===== src/rtl/ex_pkg.sv =====
// ex_pkg: operation encodings, mul/div FSM states and mul/div result constants
package ex_pkg;
  localparam int MULDIV_STEPS = 32;
  localparam logic [31:0] DIV_ZERO_Q = 32'hFFFF_FFFF;
  localparam logic [31:0] DIV_OVF_Q = 32'h8000_0000;
  localparam logic [31:0] DIV_OVF_R = 32'h0000_0000;
  typedef enum logic [4:0] {
    ALU_ADD    = 5'h00,
    ALU_SUB    = 5'h01,
    ALU_AND    = 5'h02,
    ALU_OR     = 5'h03,
    ALU_XOR    = 5'h04,
    ALU_SLL    = 5'h05,
    ALU_SRL    = 5'h06,
    ALU_SRA    = 5'h07,
    ALU_SLT    = 5'h08,
    ALU_SLTU   = 5'h09,
    ALU_PASSB  = 5'h0A,
    ALU_MUL    = 5'h10,
    ALU_MULH   = 5'h11,
    ALU_MULHSU = 5'h12,
    ALU_MULHU  = 5'h13,
    ALU_DIV    = 5'h14,
    ALU_DIVU   = 5'h15,
    ALU_REM    = 5'h16,
    ALU_REMU   = 5'h17
  } alu_op_e;
  typedef enum logic [1:0] {IDLE, BUSY, DONE} muldiv_state_e;
  function automatic logic [31:0] mag(input logic [31:0] v, input logic s);
    return (s && v[31]) ? -v : v;
  endfunction
endpackage


===== src/rtl/ex_stage_if.sv =====
// ex_stage_if: ID/EX inputs and EX/MEM outputs of the execute stage
interface ex_stage_if #(parameter int XLEN = 32);
  logic            valid_i;
  logic            flush_i;
  logic [4:0]      ALUctrl_i;
  logic            ALUsrc_i;
  logic [XLEN-1:0] regOp1_i;
  logic [XLEN-1:0] regOp2_i;
  logic [XLEN-1:0] ImmOp_i;
  logic [XLEN-1:0] pcPlus4_i;
  logic            RegWrite_i;
  logic            MemWrite_i;
  logic [1:0]      WriteSrc_i;
  logic [4:0]      rd_i;
  logic            stall_o;
  logic            RegWrite_o;
  logic            MemWrite_o;
  logic [1:0]      WriteSrc_o;
  logic [4:0]      rd_o;
  logic [XLEN-1:0] ALUout_o;
  logic [XLEN-1:0] regOp2_o;
  logic [XLEN-1:0] pcPlus4_o;
  logic [XLEN-1:0] ImmOp_o;
  modport master (
    output valid_i, flush_i, ALUctrl_i, ALUsrc_i, regOp1_i, regOp2_i, ImmOp_i, pcPlus4_i,
           RegWrite_i, MemWrite_i, WriteSrc_i, rd_i,
    input  stall_o, RegWrite_o, MemWrite_o, WriteSrc_o, rd_o, ALUout_o, regOp2_o, pcPlus4_o, ImmOp_o
  );
  modport slave (
    input  valid_i, flush_i, ALUctrl_i, ALUsrc_i, regOp1_i, regOp2_i, ImmOp_i, pcPlus4_i,
           RegWrite_i, MemWrite_i, WriteSrc_i, rd_i,
    output stall_o, RegWrite_o, MemWrite_o, WriteSrc_o, rd_o, ALUout_o, regOp2_o, pcPlus4_o, ImmOp_o
  );
endinterface


===== src/rtl/muldiv_unit.sv =====
// muldiv_unit: iterative 32-step shift-add multiplier / restoring divider with sign fix-up
module muldiv_unit
  import ex_pkg::*;
(
  input  logic        clk_i,
  input  logic        rst_n_i,
  input  logic        start,
  input  logic        flush,
  input  logic [2:0]  op,
  input  logic [31:0] a,
  input  logic [31:0] b,
  output logic        idle,
  output logic        busy,
  output logic        done,
  output logic [31:0] result
);
  muldiv_state_e state, state_n;
  logic [4:0] count;
  logic [2:0] op_q;
  logic [31:0] m, hi, lo, quo, rem;
  logic a_neg, b_neg, div0, ovf, sa, sb;
  logic [32:0] sum, diff;
  logic [63:0] prod;
  always_comb begin
    sa = op[2] ? !op[0] : op != 3'd3;
    sb = op[2] ? !op[0] : !op[1];
    state_n = flush ? IDLE :
              state == IDLE ? (start ? BUSY : IDLE) :
              state == BUSY ? (count == 5'd0 ? DONE : BUSY) : IDLE;
  end
  always_ff @(posedge clk_i or negedge rst_n_i)
    if (!rst_n_i) state <= IDLE;
    else state <= state_n;
  // hi:lo is the product for multiply, remainder:quotient for divide
  always_comb begin
    sum = {1'b0, hi} + (lo[0] ? {1'b0, m} : 33'd0);
    diff = {hi, lo[31]} - {1'b0, m};
    prod = (a_neg ^ b_neg) ? -{hi, lo} : {hi, lo};
    quo = div0 ? DIV_ZERO_Q : ovf ? DIV_OVF_Q : (a_neg ^ b_neg) ? -lo : lo;
    rem = ovf ? DIV_OVF_R : a_neg ? -hi : hi;
    result = op_q[2] ? (op_q[1] ? rem : quo) : (op_q[1:0] == 2'd0 ? prod[31:0] : prod[63:32]);
  end
  always_ff @(posedge clk_i or negedge rst_n_i)
    if (!rst_n_i) begin
      count <= '0;
      op_q <= '0;
      m <= '0;
      hi <= '0;
      lo <= '0;
      a_neg <= 1'b0;
      b_neg <= 1'b0;
      div0 <= 1'b0;
      ovf <= 1'b0;
    end else if (state == IDLE && start) begin
      count <= 5'(MULDIV_STEPS - 1);
      op_q <= op;
      a_neg <= sa & a[31];
      b_neg <= sb & b[31];
      div0 <= op[2] && b == '0;
      ovf <= op[2] && !op[0] && a == 32'h8000_0000 && b == '1;
      hi <= '0;
      m <= op[2] ? mag(b, sb) : mag(a, sa);
      lo <= op[2] ? mag(a, sa) : mag(b, sb);
    end else if (state == BUSY) begin
      count <= count - 5'd1;
      hi <= op_q[2] ? (diff[32] ? {hi[30:0], lo[31]} : diff[31:0]) : sum[32:1];
      lo <= op_q[2] ? {lo[30:0], !diff[32]} : {sum[0], lo[31:1]};
    end
  assign idle = state == IDLE;
  assign busy = state == BUSY;
  assign done = state == DONE;
endmodule


===== src/rtl/ex_stage.sv =====
// ex_stage: RV32 execute stage, operand mux + ALU + EX/MEM register
// EX_MULDIV_EN builds the iterative RV32M unit; otherwise 0x10-0x1F yield 0 with no stall.
module ex_stage
  import ex_pkg::*;
#(
  parameter int XLEN = 32
) (
  input logic       clk_i,
  input logic       rst_n_i,
  ex_stage_if.slave bus
);
  logic [XLEN-1:0] a, op2, alu, res;
  logic stall, md_ok;
  assign a = bus.regOp1_i;
  assign op2 = bus.ALUsrc_i ? bus.ImmOp_i : bus.regOp2_i;
  always_comb begin
    alu = '0;
    case (bus.ALUctrl_i)
      ALU_ADD:   alu = a + op2;
      ALU_SUB:   alu = a - op2;
      ALU_AND:   alu = a & op2;
      ALU_OR:    alu = a | op2;
      ALU_XOR:   alu = a ^ op2;
      ALU_SLL:   alu = a << op2[4:0];
      ALU_SRL:   alu = a >> op2[4:0];
      ALU_SRA:   alu = $signed(a) >>> op2[4:0];
      ALU_SLT:   alu = {{(XLEN-1){1'b0}}, $signed(a) < $signed(op2)};
      ALU_SLTU:  alu = {{(XLEN-1){1'b0}}, a < op2};
      ALU_PASSB: alu = op2;
      default:   alu = '0;
    endcase
  end
`ifdef EX_MULDIV_EN
  logic m_op, md_idle, md_busy, md_done;
  logic [XLEN-1:0] md_res;
  assign m_op = bus.ALUctrl_i[4] && !bus.ALUctrl_i[3];
  muldiv_unit u_muldiv (
    .clk_i   (clk_i),
    .rst_n_i (rst_n_i),
    .start   (bus.valid_i && m_op && !bus.flush_i),
    .flush   (bus.flush_i),
    .op      (bus.ALUctrl_i[2:0]),
    .a       (a),
    .b       (op2),
    .idle    (md_idle),
    .busy    (md_busy),
    .done    (md_done),
    .result  (md_res)
  );
  assign stall = (md_idle && bus.valid_i && m_op && !bus.flush_i) || md_busy;
  assign res = m_op ? md_res : alu;
  assign md_ok = !m_op || md_done;
`else
  assign stall = 1'b0;
  assign res = alu;
  assign md_ok = 1'b1;
`endif
  assign bus.stall_o = stall;
  // bubbles only clear the write enables; data fields hold
  always_ff @(posedge clk_i or negedge rst_n_i)
    if (!rst_n_i) begin
      bus.RegWrite_o <= 1'b0;
      bus.MemWrite_o <= 1'b0;
      bus.WriteSrc_o <= '0;
      bus.rd_o <= '0;
      bus.ALUout_o <= '0;
      bus.regOp2_o <= '0;
      bus.pcPlus4_o <= '0;
      bus.ImmOp_o <= '0;
    end else if (stall || bus.flush_i || !bus.valid_i || !md_ok) begin
      bus.RegWrite_o <= 1'b0;
      bus.MemWrite_o <= 1'b0;
    end else begin
      bus.RegWrite_o <= bus.RegWrite_i;
      bus.MemWrite_o <= bus.MemWrite_i;
      bus.WriteSrc_o <= bus.WriteSrc_i;
      bus.rd_o <= bus.rd_i;
      bus.ALUout_o <= res;
      bus.regOp2_o <= bus.regOp2_i;
      bus.pcPlus4_o <= bus.pcPlus4_i;
      bus.ImmOp_o <= bus.ImmOp_i;
    end
endmodule


===== src/flat_wrapper.sv =====
// flat-port wrapper written by rule: the top's interface ports become plain ports
module ex_stage_flat import ex_pkg::*;
#(
  parameter int XLEN = 32
)
  (clk_i, rst_n_i, bus_valid_i, bus_flush_i, bus_ALUctrl_i, bus_ALUsrc_i, bus_regOp1_i, bus_regOp2_i, bus_ImmOp_i, bus_pcPlus4_i, bus_RegWrite_i, bus_MemWrite_i, bus_WriteSrc_i, bus_rd_i, bus_stall_o, bus_RegWrite_o, bus_MemWrite_o, bus_WriteSrc_o, bus_rd_o, bus_ALUout_o, bus_regOp2_o, bus_pcPlus4_o, bus_ImmOp_o);
  ex_stage_if #(.XLEN(XLEN)) bus_i ();
  input logic clk_i;
  input logic rst_n_i;
  input wire logic [$bits(bus_i.valid_i)-1:0] bus_valid_i;
  input wire logic [$bits(bus_i.flush_i)-1:0] bus_flush_i;
  input wire logic [$bits(bus_i.ALUctrl_i)-1:0] bus_ALUctrl_i;
  input wire logic [$bits(bus_i.ALUsrc_i)-1:0] bus_ALUsrc_i;
  input wire logic [$bits(bus_i.regOp1_i)-1:0] bus_regOp1_i;
  input wire logic [$bits(bus_i.regOp2_i)-1:0] bus_regOp2_i;
  input wire logic [$bits(bus_i.ImmOp_i)-1:0] bus_ImmOp_i;
  input wire logic [$bits(bus_i.pcPlus4_i)-1:0] bus_pcPlus4_i;
  input wire logic [$bits(bus_i.RegWrite_i)-1:0] bus_RegWrite_i;
  input wire logic [$bits(bus_i.MemWrite_i)-1:0] bus_MemWrite_i;
  input wire logic [$bits(bus_i.WriteSrc_i)-1:0] bus_WriteSrc_i;
  input wire logic [$bits(bus_i.rd_i)-1:0] bus_rd_i;
  output wire logic [$bits(bus_i.stall_o)-1:0] bus_stall_o;
  output wire logic [$bits(bus_i.RegWrite_o)-1:0] bus_RegWrite_o;
  output wire logic [$bits(bus_i.MemWrite_o)-1:0] bus_MemWrite_o;
  output wire logic [$bits(bus_i.WriteSrc_o)-1:0] bus_WriteSrc_o;
  output wire logic [$bits(bus_i.rd_o)-1:0] bus_rd_o;
  output wire logic [$bits(bus_i.ALUout_o)-1:0] bus_ALUout_o;
  output wire logic [$bits(bus_i.regOp2_o)-1:0] bus_regOp2_o;
  output wire logic [$bits(bus_i.pcPlus4_o)-1:0] bus_pcPlus4_o;
  output wire logic [$bits(bus_i.ImmOp_o)-1:0] bus_ImmOp_o;
  assign bus_i.valid_i = bus_valid_i;
  assign bus_i.flush_i = bus_flush_i;
  assign bus_i.ALUctrl_i = bus_ALUctrl_i;
  assign bus_i.ALUsrc_i = bus_ALUsrc_i;
  assign bus_i.regOp1_i = bus_regOp1_i;
  assign bus_i.regOp2_i = bus_regOp2_i;
  assign bus_i.ImmOp_i = bus_ImmOp_i;
  assign bus_i.pcPlus4_i = bus_pcPlus4_i;
  assign bus_i.RegWrite_i = bus_RegWrite_i;
  assign bus_i.MemWrite_i = bus_MemWrite_i;
  assign bus_i.WriteSrc_i = bus_WriteSrc_i;
  assign bus_i.rd_i = bus_rd_i;
  assign bus_stall_o = bus_i.stall_o;
  assign bus_RegWrite_o = bus_i.RegWrite_o;
  assign bus_MemWrite_o = bus_i.MemWrite_o;
  assign bus_WriteSrc_o = bus_i.WriteSrc_o;
  assign bus_rd_o = bus_i.rd_o;
  assign bus_ALUout_o = bus_i.ALUout_o;
  assign bus_regOp2_o = bus_i.regOp2_o;
  assign bus_pcPlus4_o = bus_i.pcPlus4_o;
  assign bus_ImmOp_o = bus_i.ImmOp_o;
  ex_stage #(.XLEN(XLEN)) u_core (.clk_i(clk_i), .rst_n_i(rst_n_i), .bus(bus_i));
endmodule

===== config.mk =====
export PLATFORM = sky130hd
export DESIGN_NAME = ex_stage_flat
export DESIGN_NICKNAME = d
export VERILOG_FILES = /design/src/rtl/ex_pkg.sv /design/src/rtl/ex_stage_if.sv /design/src/rtl/muldiv_unit.sv /design/src/rtl/ex_stage.sv /design/src/flat_wrapper.sv
export SDC_FILE = /design/constraint.sdc
export NUM_CORES = 1
export LEC_CHECK = 0
export CORE_ASPECT_RATIO = 0.6
export CORE_MARGIN = 4
export CORE_UTILIZATION = 28
export CTS_BUF_LIST = sky130_fd_sc_hd__clkbuf_8
export DETAILED_ROUTE_END_ITERATION = 8
export SLEW_MARGIN = 40
export SYNTH_ARGS = -nofsm -noshare
export SYNTH_HDL_FRONTEND = slang
export SYNTH_SLANG_ARGS = --single-unit

===== constraint.sdc =====
create_clock -name clk_i -period 1.3 [get_ports clk_i]
set_input_delay 0.26 -clock clk_i [delete_from_list [all_inputs] [get_ports clk_i]]
set_output_delay 0.26 -clock clk_i [all_outputs]
set_load 0.005 [all_outputs]

==> results.sh <==
export IMPL_place_gp_congestion=1.03
export IMPL_fmax_ghz=0.328
export IMPL_slowest_delay_ps=480
export IMPL_ys_seq_area_share_pct=23.6
export IMPL_via_per_inst=5.54
export IMPL_synth_top_cell_area_share_pct=23.6
export IMPL_synthesis_nets=2035
export IMPL_final_common_cell="buf_4"
export IMPL_path_buf_inv=4
export IMPL_dpl_hpwl_mm=67.2
export IMPL_cts_tree="done"
export IMPL_htree_levels=4
export IMPL_p_leak_nw=11.7
export IMPL_hold_viol_final=0
export IMPL_period_share_pct=234
export IMPL_drv_slew=0
export IMPL_cp_start_kind="primary input"
export IMPL_clk_pin_slew_ps=100
export IMPL_cpMostUsedCell="buf_4"
export IMPL_finalSetupViolCount=76
export IMPL_synth_area_leaders="dfrtp_1, mux2_2, ha_1, mux2i_1, a21oi_1"
export IMPL_ant_nets=0
export IMPL_ir_worst_vdd_uv=652
export IMPL_maxSlewHeadroom_pct=52.2
export IMPL_drt_iter0_markers=2264
export IMPL_final_util_pct=50.0
export IMPL_crit_family="compound AO/OA/AOI/OAI gates"
export IMPL_final_cell_mix="buf_4, nor2_1, nand2_1"
export IMPL_yosysWarnings=0
export IMPL_p_total_mw=21.0
export IMPL_antenna_found_initial=2
export IMPL_core_area_um2=51200
export IMPL_cp_max_fo=5
export IMPL_critPathRequiredTime_ps=1720
export IMPL_tightest_slew_ps=710
export IMPL_numCtsBuffers=17
export IMPL_io_pins=285
export IMPL_fillers=4892
export IMPL_post_synth_num_cell_types=85
export IMPL_setup_ws_ps=-1750
export IMPL_yosys_area_top_type="dfrtp_1"
export IMPL_io_buffers=283
export IMPL_die_x_um=302
export IMPL_routedWlPerCell_um=25.7
export IMPL_clock_sinks=137
export IMPL_async_flop_share_pct=100
export IMPL_grt_pass1_vias=18700
export IMPL_drc_errors=0
export IMPL_grt_usage_pct=30.3
export IMPL_crit_chain="buf_12, buf_16, mux2i_4, ha_1, buf_4, nor3_1, a221o_1, a2111o_1, a21oi_4, o21ai_4, a311oi_4, buf_4, o211ai_1, a21oi_1, o21ai_1"
export IMPL_first_pass_iters=6
export IMPL_nets=2953
export IMPL_synthFlopType="dfrtp_1"
export IMPL_die_area_um2=55800
export IMPL_ys_ff_latch=137
export IMPL_syn_to_final_growth_pct=75.8
export IMPL_hold_slack_ps=93.5
export IMPL_clock_tree_buffer_depth=2
export IMPL_dr_total_vias=18900
export IMPL_grt_max_degree=69
export IMPL_clock_latency_ps=520
export IMPL_critPathKind="primary input to register"
export IMPL_fin_skew_ps=0
export IMPL_powerDensity_nw_per_um2=823
export IMPL_status="finished, violations left"
export IMPL_avgSynthCellArea_um2=8.14
export IMPL_rsz0062_at_grt="true"
export IMPL_violations="setup timing"
export IMPL_arrival_ps=3470
export IMPL_drive_gt1_share_pct=48.6
export IMPL_finalWirelength_mm=87.9
export IMPL_syn_inst=1788
export IMPL_fin_crit_ps=3050
export IMPL_rows=64
export IMPL_cp_end_kind="register"
export IMPL_synth_edff_count=0
export IMPL_grt_pass1_wl_mm=125
export IMPL_grt_ovfl_total=0
export IMPL_die_height_um=185
export IMPL_initial_core_util_pct=28.4
export IMPL_worst_hold_path_type="primary input to register"
export IMPL_netlist_area_um2=14600
export IMPL_root_buffer="clkbuf_8"
export IMPL_slowest_stage="mux2i_4"
export IMPL_drv_cap=0
[stage by stage]
| step | cell area (um^2) | setup TNS [ps] | worst slack (ps) | instances |
|---|---|---|---|---|
| global placement | 22800 | -137880 | -2630 | 3270 |
| finish | 25600 | -50260 | -1750 | 3414 |
| floorplan | 14800 | -61460 | -2270 | 1788 |
| detailed placement | 22800 | -140460 | -2700 | 3270 |
| global route | 25600 | -61070 | -1810 | 3412 |
| CTS | 24300 | -55730 | -1750 | 3368 |
[cells in the mapped netlist (all sizes together) (12+ instances only)]
master,instances
a211oi,30
a21o,23
a21oi,150
a221oi,16
a22oi,22
a31oi,27
and3,12
buf,46
clkbuf,90
dfrtp,137
ha,98
inv,96
mux2,121
mux2i,95
mux4,14
nand2,161
nand2b,12
nand3,30
nor2,173
nor3,36
nor4,13
o211ai,37
o21ai,109
o21bai,16
o22ai,23
xnor2,23
[area by class of cell]
cell class,instances,area [um^2],area share (%)
multi-input combinational,1417,11800,46.1
timing repair buffer,1035,8670,33.9
sequential,137,3430,13.4
tap,693,867,3.39
inverter,98,378,1.48
clock buffer,17,234,0.915
clock inverter,15,199,0.778
antenna,2,5.00,0.0196
[registers in the layout, summed over array words and instances, names as in the netlist]
register,count
u_core.bus.regOp2_o,32
u_core.bus.pcPlus4_o,32
u_core.bus.rd_o,5
u_core.bus.WriteSrc_o,2
u_core.bus.MemWrite_o,1
u_core.bus.RegWrite_o,1
u_core.bus.ALUout_o,32
u_core.bus.ImmOp_o,32
[cells by family (layout without fill, tap and decap cells)]
kind of cell,Yosys count,after routing,share of synthesized area [%]
buffers and inverters,234,1165,6.63
flip-flops,137,137,23.6
adder cells (fa/ha/maj),100,100,8.70
XOR/XNOR,23,23,1.38
AO/OA/AOI/OAI,577,577,26.6
other,1,3,0.0258
multiplexers,230,230,18.4
AND/OR/NAND/NOR,486,486,14.7
[per-layer routing]
layer | vias up | wire [um] | GRT usage [%]
met4 | 0 | 2520 | 8.47
met3 | 145 | 10600 | 9.08
met1 | 9166 | 38200 | 42.6
li1 | 8448 | - | -
met2 | 1150 | 36500 | 44.8
met5 | - | 0 | 0
[timing repair]
item | CTS | global route
pin swaps | 79 | 76
setup buffers | 59 | 47
setup endpoints to repair | 260 | 222
hold endpoints to repair | 139 | 0
hold buffers | 3 | 0
gates resized for setup | 817 | 191
cloned | 7 | 4
[path summary, 6_finish.rpt]
kind	slack (ps)	start	cells after the start	endpoint
setup / recovery	-1750	bus_ALUsrc_i	15	u_core.bus.ALUout_o[28]
hold / removal	90	bus_regOp2_i[17]	2	u_core.bus.regOp2_o[17]
setup reg to reg	-360	u_core.bus.ALUout_o[29]	5	u_core.bus.ALUout_o[29]
hold reg to reg	500	u_core.bus.regOp2_o[24]	1	u_core.bus.regOp2_o[24]
max in group asynchronous	580	rst_n_i	3	u_core.bus.pcPlus4_o[22]
min in group asynchronous	140	rst_n_i	2	u_core.bus.ALUout_o[10]
[power breakdown]
group / total, mW / switching (mW) / internal (mW)
Combinational: 11.8 / 6.00 / 5.80
Clock: 4.18 / 2.08 / 2.10
Sequential: 5.06 / 0.275 / 4.79
Note: power is estimated with default switching activity, not from simulation.
